**config.mk**
```make
export PLATFORM = sky130hd
export DESIGN_NAME = mult_arbiter
export DESIGN_NICKNAME = d
export VERILOG_FILES = /design/src/rtl/mult_arbiter.sv
export SDC_FILE = /design/constraint.sdc
export NUM_CORES = 1
export LEC_CHECK = 0
export CAP_MARGIN = 15
export CORE_MARGIN = 3
export CORE_UTILIZATION = 45
export DETAILED_ROUTE_END_ITERATION = 8
export PLACE_DENSITY_LB_ADDON = 0.2
export SLEW_MARGIN = 20
export SYNTH_ARGS = -nofsm -noshare
export SYNTH_HDL_FRONTEND = slang
export SYNTH_SLANG_ARGS = --single-unit
```
**constraint.sdc**
```tcl
create_clock -name clock -period 6.97 [get_ports clock]
set_input_delay 1.394 -clock clock [delete_from_list [all_inputs] [get_ports clock]]
set_output_delay 1.394 -clock clock [all_outputs]
set_load 0.02 [all_outputs]
```
**src/rtl/mult_arbiter.sv**
```systemverilog
// mult_arbiter: four requesters share one 2-stage pipelined signed multiplier.
// A round-robin pointer picks at most one eligible requester per cycle; the
// winner's operands enter the multiplier and its id rides a matching
// valid/id shift register so each product comes back tagged two cycles later.
module mult_arbiter #(
  parameter int WL_A = 16,
  parameter int WL_B = 16
) (
  input  logic                 clock,
  input  logic                 resetn,
  input  logic [3:0]           en_mask,
  input  logic [3:0]           req_valid,
  output logic [3:0]           req_ready,
  input  logic [4*WL_A-1:0]    req_a,
  input  logic [4*WL_B-1:0]    req_b,
  output logic                 res_valid,
  output logic [WL_A+WL_B-1:0] res_data,
  output logic [1:0]           res_id,
  output logic [1:0]           inflight
);

  localparam int WL_P = WL_A + WL_B;

  // arbitration
  logic [1:0] ptr;
  logic [3:0] eligible;
  logic [1:0] scan_idx;
  logic       grant_any;
  logic [1:0] grant_id;

  // multiplier inputs and pipeline
  logic signed [WL_A-1:0] mul_a_in;
  logic signed [WL_B-1:0] mul_b_in;
  logic signed [WL_A-1:0] op_a;
  logic signed [WL_B-1:0] op_b;
  logic signed [WL_P-1:0] ext_a;
  logic signed [WL_P-1:0] ext_b;
  logic signed [WL_P-1:0] prod;
  logic                   v1;
  logic                   v2;
  logic [1:0]             id1;
  logic [1:0]             id2;

  // Round-robin search from ptr; reset forces no grant so req_ready is low
  // while resetn is asserted.
  always_comb begin
    eligible  = req_valid & en_mask & {4{resetn}};
    grant_any = 1'b0;
    grant_id  = ptr;
    scan_idx  = ptr;
    req_ready = 4'b0000;
    for (int k = 0; k < 4; k++) begin
      scan_idx = ptr + 2'(k);
      if (!grant_any && eligible[scan_idx]) begin
        grant_any = 1'b1;
        grant_id  = scan_idx;
      end
    end
    if (grant_any) begin
      req_ready[grant_id] = 1'b1;
    end
  end

  // Winner's operands feed the multiplier; idle cycles present zeros.
  always_comb begin
    mul_a_in = '0;
    mul_b_in = '0;
    if (grant_any) begin
      mul_a_in = req_a[int'(grant_id)*WL_A +: WL_A];
      mul_b_in = req_b[int'(grant_id)*WL_B +: WL_B];
    end
  end

  // Pointer moves past the winner so it has lowest priority next time.
  always_ff @(posedge clock or negedge resetn) begin
    if (!resetn) begin
      ptr <= 2'd0;
    end else if (grant_any) begin
      ptr <= grant_id + 2'd1;
    end
  end

  // Stage 1: capture operands along with the valid/id tag.
  always_ff @(posedge clock or negedge resetn) begin
    if (!resetn) begin
      op_a <= '0;
      op_b <= '0;
      v1   <= 1'b0;
      id1  <= 2'd0;
    end else begin
      op_a <= mul_a_in;
      op_b <= mul_b_in;
      v1   <= grant_any;
      id1  <= grant_id;
    end
  end

  // Sign-extend both operands to the full product width so the multiply is
  // exact without relying on context-width rules.
  assign ext_a = {{WL_B{op_a[WL_A-1]}}, op_a};
  assign ext_b = {{WL_A{op_b[WL_B-1]}}, op_b};

  // Stage 2: register the product and advance the tag.
  always_ff @(posedge clock or negedge resetn) begin
    if (!resetn) begin
      prod <= '0;
      v2   <= 1'b0;
      id2  <= 2'd0;
    end else begin
      prod <= ext_a * ext_b;
      v2   <= v1;
      id2  <= id1;
    end
  end

  assign res_valid = v2;
  assign res_data  = prod;
  assign res_id    = id2;
  assign inflight  = {1'b0, v1} + {1'b0, v2};

endmodule

```
==> results.ini <==
[outcome]
outcome = completed

[die]
io_pins = 179
dieArea_sq_mm = 0.03082
start_util_pct = 46.06
fp.dieH_um = 175.6
rows = 61
die_w_um = 175.6
coreArea_sq_mm = 0.02809

[place]
dp_hpwl_mm = 26.96
portBuffers = 178
gp_congestion = 0.9286

[synthesis]
synth_most_common_cell = inv_1
async_flop_share_pct = 100.0
ys_types = 50
synth_commonest_cells = 292 x inv_1, 262 x fa_1, 158 x and2_1
synth-edff-count = 0
synth_ff_type = dfrtp_1
syn-cell-area_sq_mm = 0.01294
synth_area_leader_cell = fa_1
ys_seq_area_share_pct = 13.93
mappedNetlistNets = 1764
synthDominantCellAreaShare_pct = 40.55
synth_area_leaders = fa_1 41%, dfrtp_1 14%, inv_1 8.5%
ys_seq_elements = 72
postSynthAreaPerCell_sq_um = 10.13
syn_inst = 1277
synth_warnings = 0

[global_route]
antenna_found_initial = 0
use_met3_pct = 3.307
top_usage_layer = met2
grtUsageTotal_pct = 22.56
use_met2_pct = 38.87
grt_pass1_wl_mm = 54.51
grt_max_degree = 56
grt_pass1_vias = 10316
use_met1_pct = 29.83
gr-total-overflow = 0

[timing]
slew_headroom_pct = 48.51
fin_crit_sh_pct = 94.35
period_minus_slack_ns = 6.576
slew_viol_final = 0
rsz0062_at_grt = no
clock.fmax_mhz = 152.1
setup_tns_ns = 0
final_hold_viol_count = 0
skew_ns = 0.01501
setup_violations = 0
tightest_slew_ns = 0.7724

[worst_setup_path]
crit_type = register to register
cp-end-kind = register
critPathLaunchType = register
critPathMaxFanout = 16
critPathRequiredTime_ns = 7.21
slowest_delay_ns = 0.84
critPathMostFrequentCell = fa_1
path_cells = nand2_1 > fa_1 > inv_1 > fa_1 > inv_1 > fa_1 > inv_1 > fa_1 > fa_1 > inv_1 > fa_1 > inv_1 > ha_1 > and3_1 > nand4_1 > o31ai_1 > o21ai_0 > and2_1 > o211a_1 > a211o_1
cp.arrival_ns = 6.82
cp_slowest_cell = dfrtp_1

[clock_network]
ctsHtreeMaxLevel = 3
cts_root_buf = clkbuf_16
cts_setup_buffers = 0
path_clk_slew_ns = 0.07
cts_buffer_depth = 2
clk_latency_ns = 0.36
cts_tree = yes
postCtsResizedCells = 0
cts_num_sinks = 72
cts_hold_buf = 0
numCtsBuffers = 9

[detailed_routing]
dr.pass1.iters = 4
drt_drc_violations_left = 0
ant_nets = 0
totalWireLength_mm = 32.17
post_drt_wl_per_cell_um = 17.70
via_per_inst = 5.032
dr_total_vias = 9144
drtIter0Drc = 434

[cells_and_area]
area_growth_pct = 19.08
final_layout_size_suffix_gt1_share_pct = 4.517
fill_cells = 2569
fin_nets = 1922
antenna_cells = 0

[flow_run]
maxCapViolations = 0

[min_path]
hold_path.class = register to register

-- cell families after synthesis --
logic type / share of synthesized area, %
and+or+nand+nor: 14.46
adders and majority gates: 48.96
buffers and inverters: 9.953
AOI/OAI and AO/OA: 4.681
DFF: 13.93
xor gates and xnor gates: 2.302
muxes: 5.716
-- layer usage --
metal	vias up	share of wire, %
met4	0	2.7
met3	50	4.0
met2	219	50
met5	-	0
li1	4182	-
met1	4693	43
-- state kept, by name, indices dropped and copies added, names as in the netlist --
| register | count |
|---|---|
| op_a | 16 |
| ptr | 2 |
| res_data | 32 |
| op_b | 16 |
| v1 | 1 |
| res_valid | 1 |
| res_id | 2 |
| id1 | 2 |
-- layout make-up --
class	count	area (sq um)	share of cell area [%]
Clock buffer	10	239.0	1.551
Inverter	292	1096	7.115
Multi-Input combinational cell	869	9861	64.01
Timing Repair Buffer	191	1877	12.18
Tap cell	378	473.0	3.070
Sequential cell	72	1802	11.70
Clock inverter	5	57.56	0.3736
-- critical path, delay by kind of cell, from the launching register on --
| family | cells | cell delay [ns] |
|---|---|---|
| adder cells (fa/ha/maj) | 7 | 3.37 |
| AO/OA/AOI/OAI | 4 | 1.13 |
| AND/OR/NAND/NOR | 4 | 0.86 |
| flip-flops | 1 | 0.84 |
| buffers and inverters | 5 | 0.26 |
-- worst paths after layout --
| path | startpoint | to | slack (ns) | depth (start not counted) |
|---|---|---|---|---|
| max | op_b[8] | res_data[30] | 0.39 | 20 |
| min | id1[1] | res_id[1] | 0.35 | 0 |
| max reg2reg | op_b[8] | res_data[30] | 0.39 | 20 |
| min reg2reg | id1[1] | res_id[1] | 0.35 | 0 |
| max in group asynchronous | resetn | res_data[0] | 4.97 | 2 |
| min in group asynchronous | resetn | res_data[5] | 0.95 | 1 |
-- cells in the final DEF (no fill, tap or decap), types with 13 or more instances in the layout --
cell type / n
a21o_1: 13
a21oi_1: 26
and2_1: 158
buf_4: 14
clkdlybuf4s50_1: 177
dfrtp_1: 72
fa_1: 262
ha_1: 87
inv_1: 292
mux4_2: 30
nand2_1: 135
nor2_1: 28
o21ai_0: 15
xnor2_1: 26
-- per-stage QoR --
step           hold slack, ns  std cells  instance area (sq um)  util, %  setup WS [ns]
6_report               0.3482       1817                  15400    54.85         0.3935
3_3_place_gp           0.3340       1802                  15110    53.79         0.4623
5_1_grt                0.3550       1817                  15400    54.85         0.1155
4_1_cts                0.3498       1817                  15400    54.85         0.3846
2_1_floorplan          0.3312       1277                  12940        -          1.074
3_5_place_dp           0.3372       1802                  15110    53.79         0.4065
Power is not shown: default switching activity piles up to over one toggle a cycle in this logic, so the estimate is an artifact.
==> edit: new RTL, config.mk and constraints unchanged <==
Set the parameter `WL_B` to 24 (it was 16).
--- a/src/rtl/mult_arbiter.sv
+++ b/src/rtl/mult_arbiter.sv
@@ -4,7 +4,7 @@
 // valid/id shift register so each product comes back tagged two cycles later.
 module mult_arbiter #(
   parameter int WL_A = 16,
-  parameter int WL_B = 16
+  parameter int WL_B = 24
 ) (
   input  logic                 clock,
   input  logic                 resetn,
Interface: changed (resized req_b and res_data); port bits go from 179 to 219. The function was not compared with the original's and may differ.
==> edit against the original RTL <==
First-iteration DRC count increased by 74%. Synthesized cell count is 50% higher. Critical path depth down 3. Clock skew rose by 0.0017 ns. Worst setup slack got worse by 0.073 ns. Utilization fell by 1.3 points. Sequential cell count increased by 16. Routed wire length increased by 58%. Final area is 37% higher. Synthesized area rose by 41%. Sequential share of layout area shrank 1.2 points.
Power is left out: the tool's default activity adds up to more than one toggle a clock period on the data nets, which glitch-free logic cannot reach.
==> edit: results (changes against the original RTL) <==
GRT
  – Total Routing Usage GR: 25.3% (was 22.6%)
  – Vias in the first global route: 15442 (was 10316)
  – First-pass GRT wire length: 82600 µm (was 54500 µm)
  – Antenna violations before repair: 4 (was 0)
  – Pin count of the biggest net entering global routing: 81 (was 56)

Worst setup path
  – WP data arrival: 6.92 ns (was 6.82 ns)
  – Largest stage delay on the critical path: 0.87 ns (was 0.84 ns)
  – Crit Path Max Fanout: 16 (unchanged)
  – Critical Path Slowest Stage Cell: dfrtp_1 (unchanged)

Placement
  – Cell area after placement: 20700 µm² (was 15100 µm²)
  – Gpl congestion: 0.911 (was 0.929)
  – DP HPWL: 41400 µm (was 27000 µm)
  – Post-Place Setup Slack: 0.250 ns (was 0.406 ns)
  – Port Buffers: 218 (was 178)
  – Inst Count DP: 2583 (was 1802)

Finish
  – NumNets Final: 2723 (was 1922)
  – Layout cell share with drive strength beyond 1: 6.78% (was 4.52%)
  – Filler cells: 3568 (was 2569)
  – Max reg flops: 40 (was 32)
  – Post-Layout Cell Count: 2600 (was 1817)

Routing
  – Vias: 13825 (was 9144)
  – DR WL/cell: 19.6 µm (was 17.7 µm)
  – Detailed Routing Iterations Pass 1: 8 (was 4)
  – Initial drt markers: 757 (was 434)
  – Post-route ant nets: 0 (unchanged)

Logic synthesis
  – Commonest cells post-synth: inv_1 (443), fa_1 (374), nand2_1 (250), and2_1 (152), ha_1 (103) (was inv_1 (292), fa_1 (262), and2_1 (158), nand2_1 (135), ha_1 (87))
  – Largest cells by area after synthesis: fa_1 (41%), dfrtp_1 (12%), inv_1 (9.1%) (was fa_1 (41%), dfrtp_1 (14%), inv_1 (8.5%))
  – Library cells used by synthesis: 67 (was 50)
  – Sequential area share after synthesis: 12.1% (was 13.9%)
  – Syn avg cell area: 9.52 µm² (was 10.1 µm²)

Hold path
  – Hold crit path type: reg2reg (unchanged)

Outcome
  – Status: complete, no violations (unchanged)

STA
  – Slew headroom: 30.9% (was 48.5%)
  – Clk_skew: 0.0167 ns (was 0.0150 ns)
  – Final hold violation count: 0 (unchanged)

CTS
  – Worst-skew pair later-pin latency: 0.38 ns (was 0.36 ns)
  – Post-CTS Setup Inserts: 0 (unchanged)

Flow run
  – MaxCap Viol Count: 0 (unchanged)
==> edit: final cells by class <==
| type | count | area, µm² | share of cell area, % |
|---|---|---|---|
| Clock inverter | 5 | 45.0 | 0.214 |
| Multi-Input combinational cell | 1286 | 13800 | 65.6 |
| Antenna cell | 1 | 2.50 | 0.0119 |
| Sequential cell | 88 | 2210 | 10.5 |
| Tap cell | 518 | 648 | 3.08 |
| Timing Repair Buffer | 248 | 2430 | 11.5 |
| Clock buffer | 11 | 253 | 1.20 |
| Inverter | 443 | 1660 | 7.90 |
==> edit: final timing paths <==
kind                               startpoint                endpoint  slack [ns]  cells past startpoint
hold reg to reg              id1[0]$_DFF_PN0_     res_id[0]$_DFF_PN0_        0.35                      0
setup / recovery           op_b[10]$_DFF_PN0_  res_data[32]$_DFF_PN0_        0.32                     17
setup reg to reg           op_b[10]$_DFF_PN0_  res_data[32]$_DFF_PN0_        0.32                     17
min in group asynchronous              resetn     res_valid$_DFF_PN0_        0.98                      1
hold / removal               id1[0]$_DFF_PN0_     res_id[0]$_DFF_PN0_        0.35                      0
max in group asynchronous              resetn       op_a[2]$_DFF_PN0_        4.65                      2
==> edit: kinds of logic after synthesis <==
logic type,synth area share (%)
adder cells (fa/ha/maj),48.3
flip-flops,12.1
AO/OA/AOI/OAI,11.9
multiplexers,0.172
AND/OR/NAND/NOR,13.6
buffers and inverters,12.1
XOR/XNOR,1.88
==> edit: what timing repair did <==
action / in CTS / in global routing
gates resized for setup: 0 / 6
hold buffers: 0 / 0
setup endpoints to repair: 0 / 11
==> edit: metal layers <==
metal	track usage [%]	share of wire, %	up-vias	routed length [µm]
li1	-	-	6149	-
met1	30.9	39	7043	19900
met2	44.5	50	511	25500
met3	4.14	6.2	120	3180
met4	10.5	4.5	2	2280
met5	0	0.026	-	13
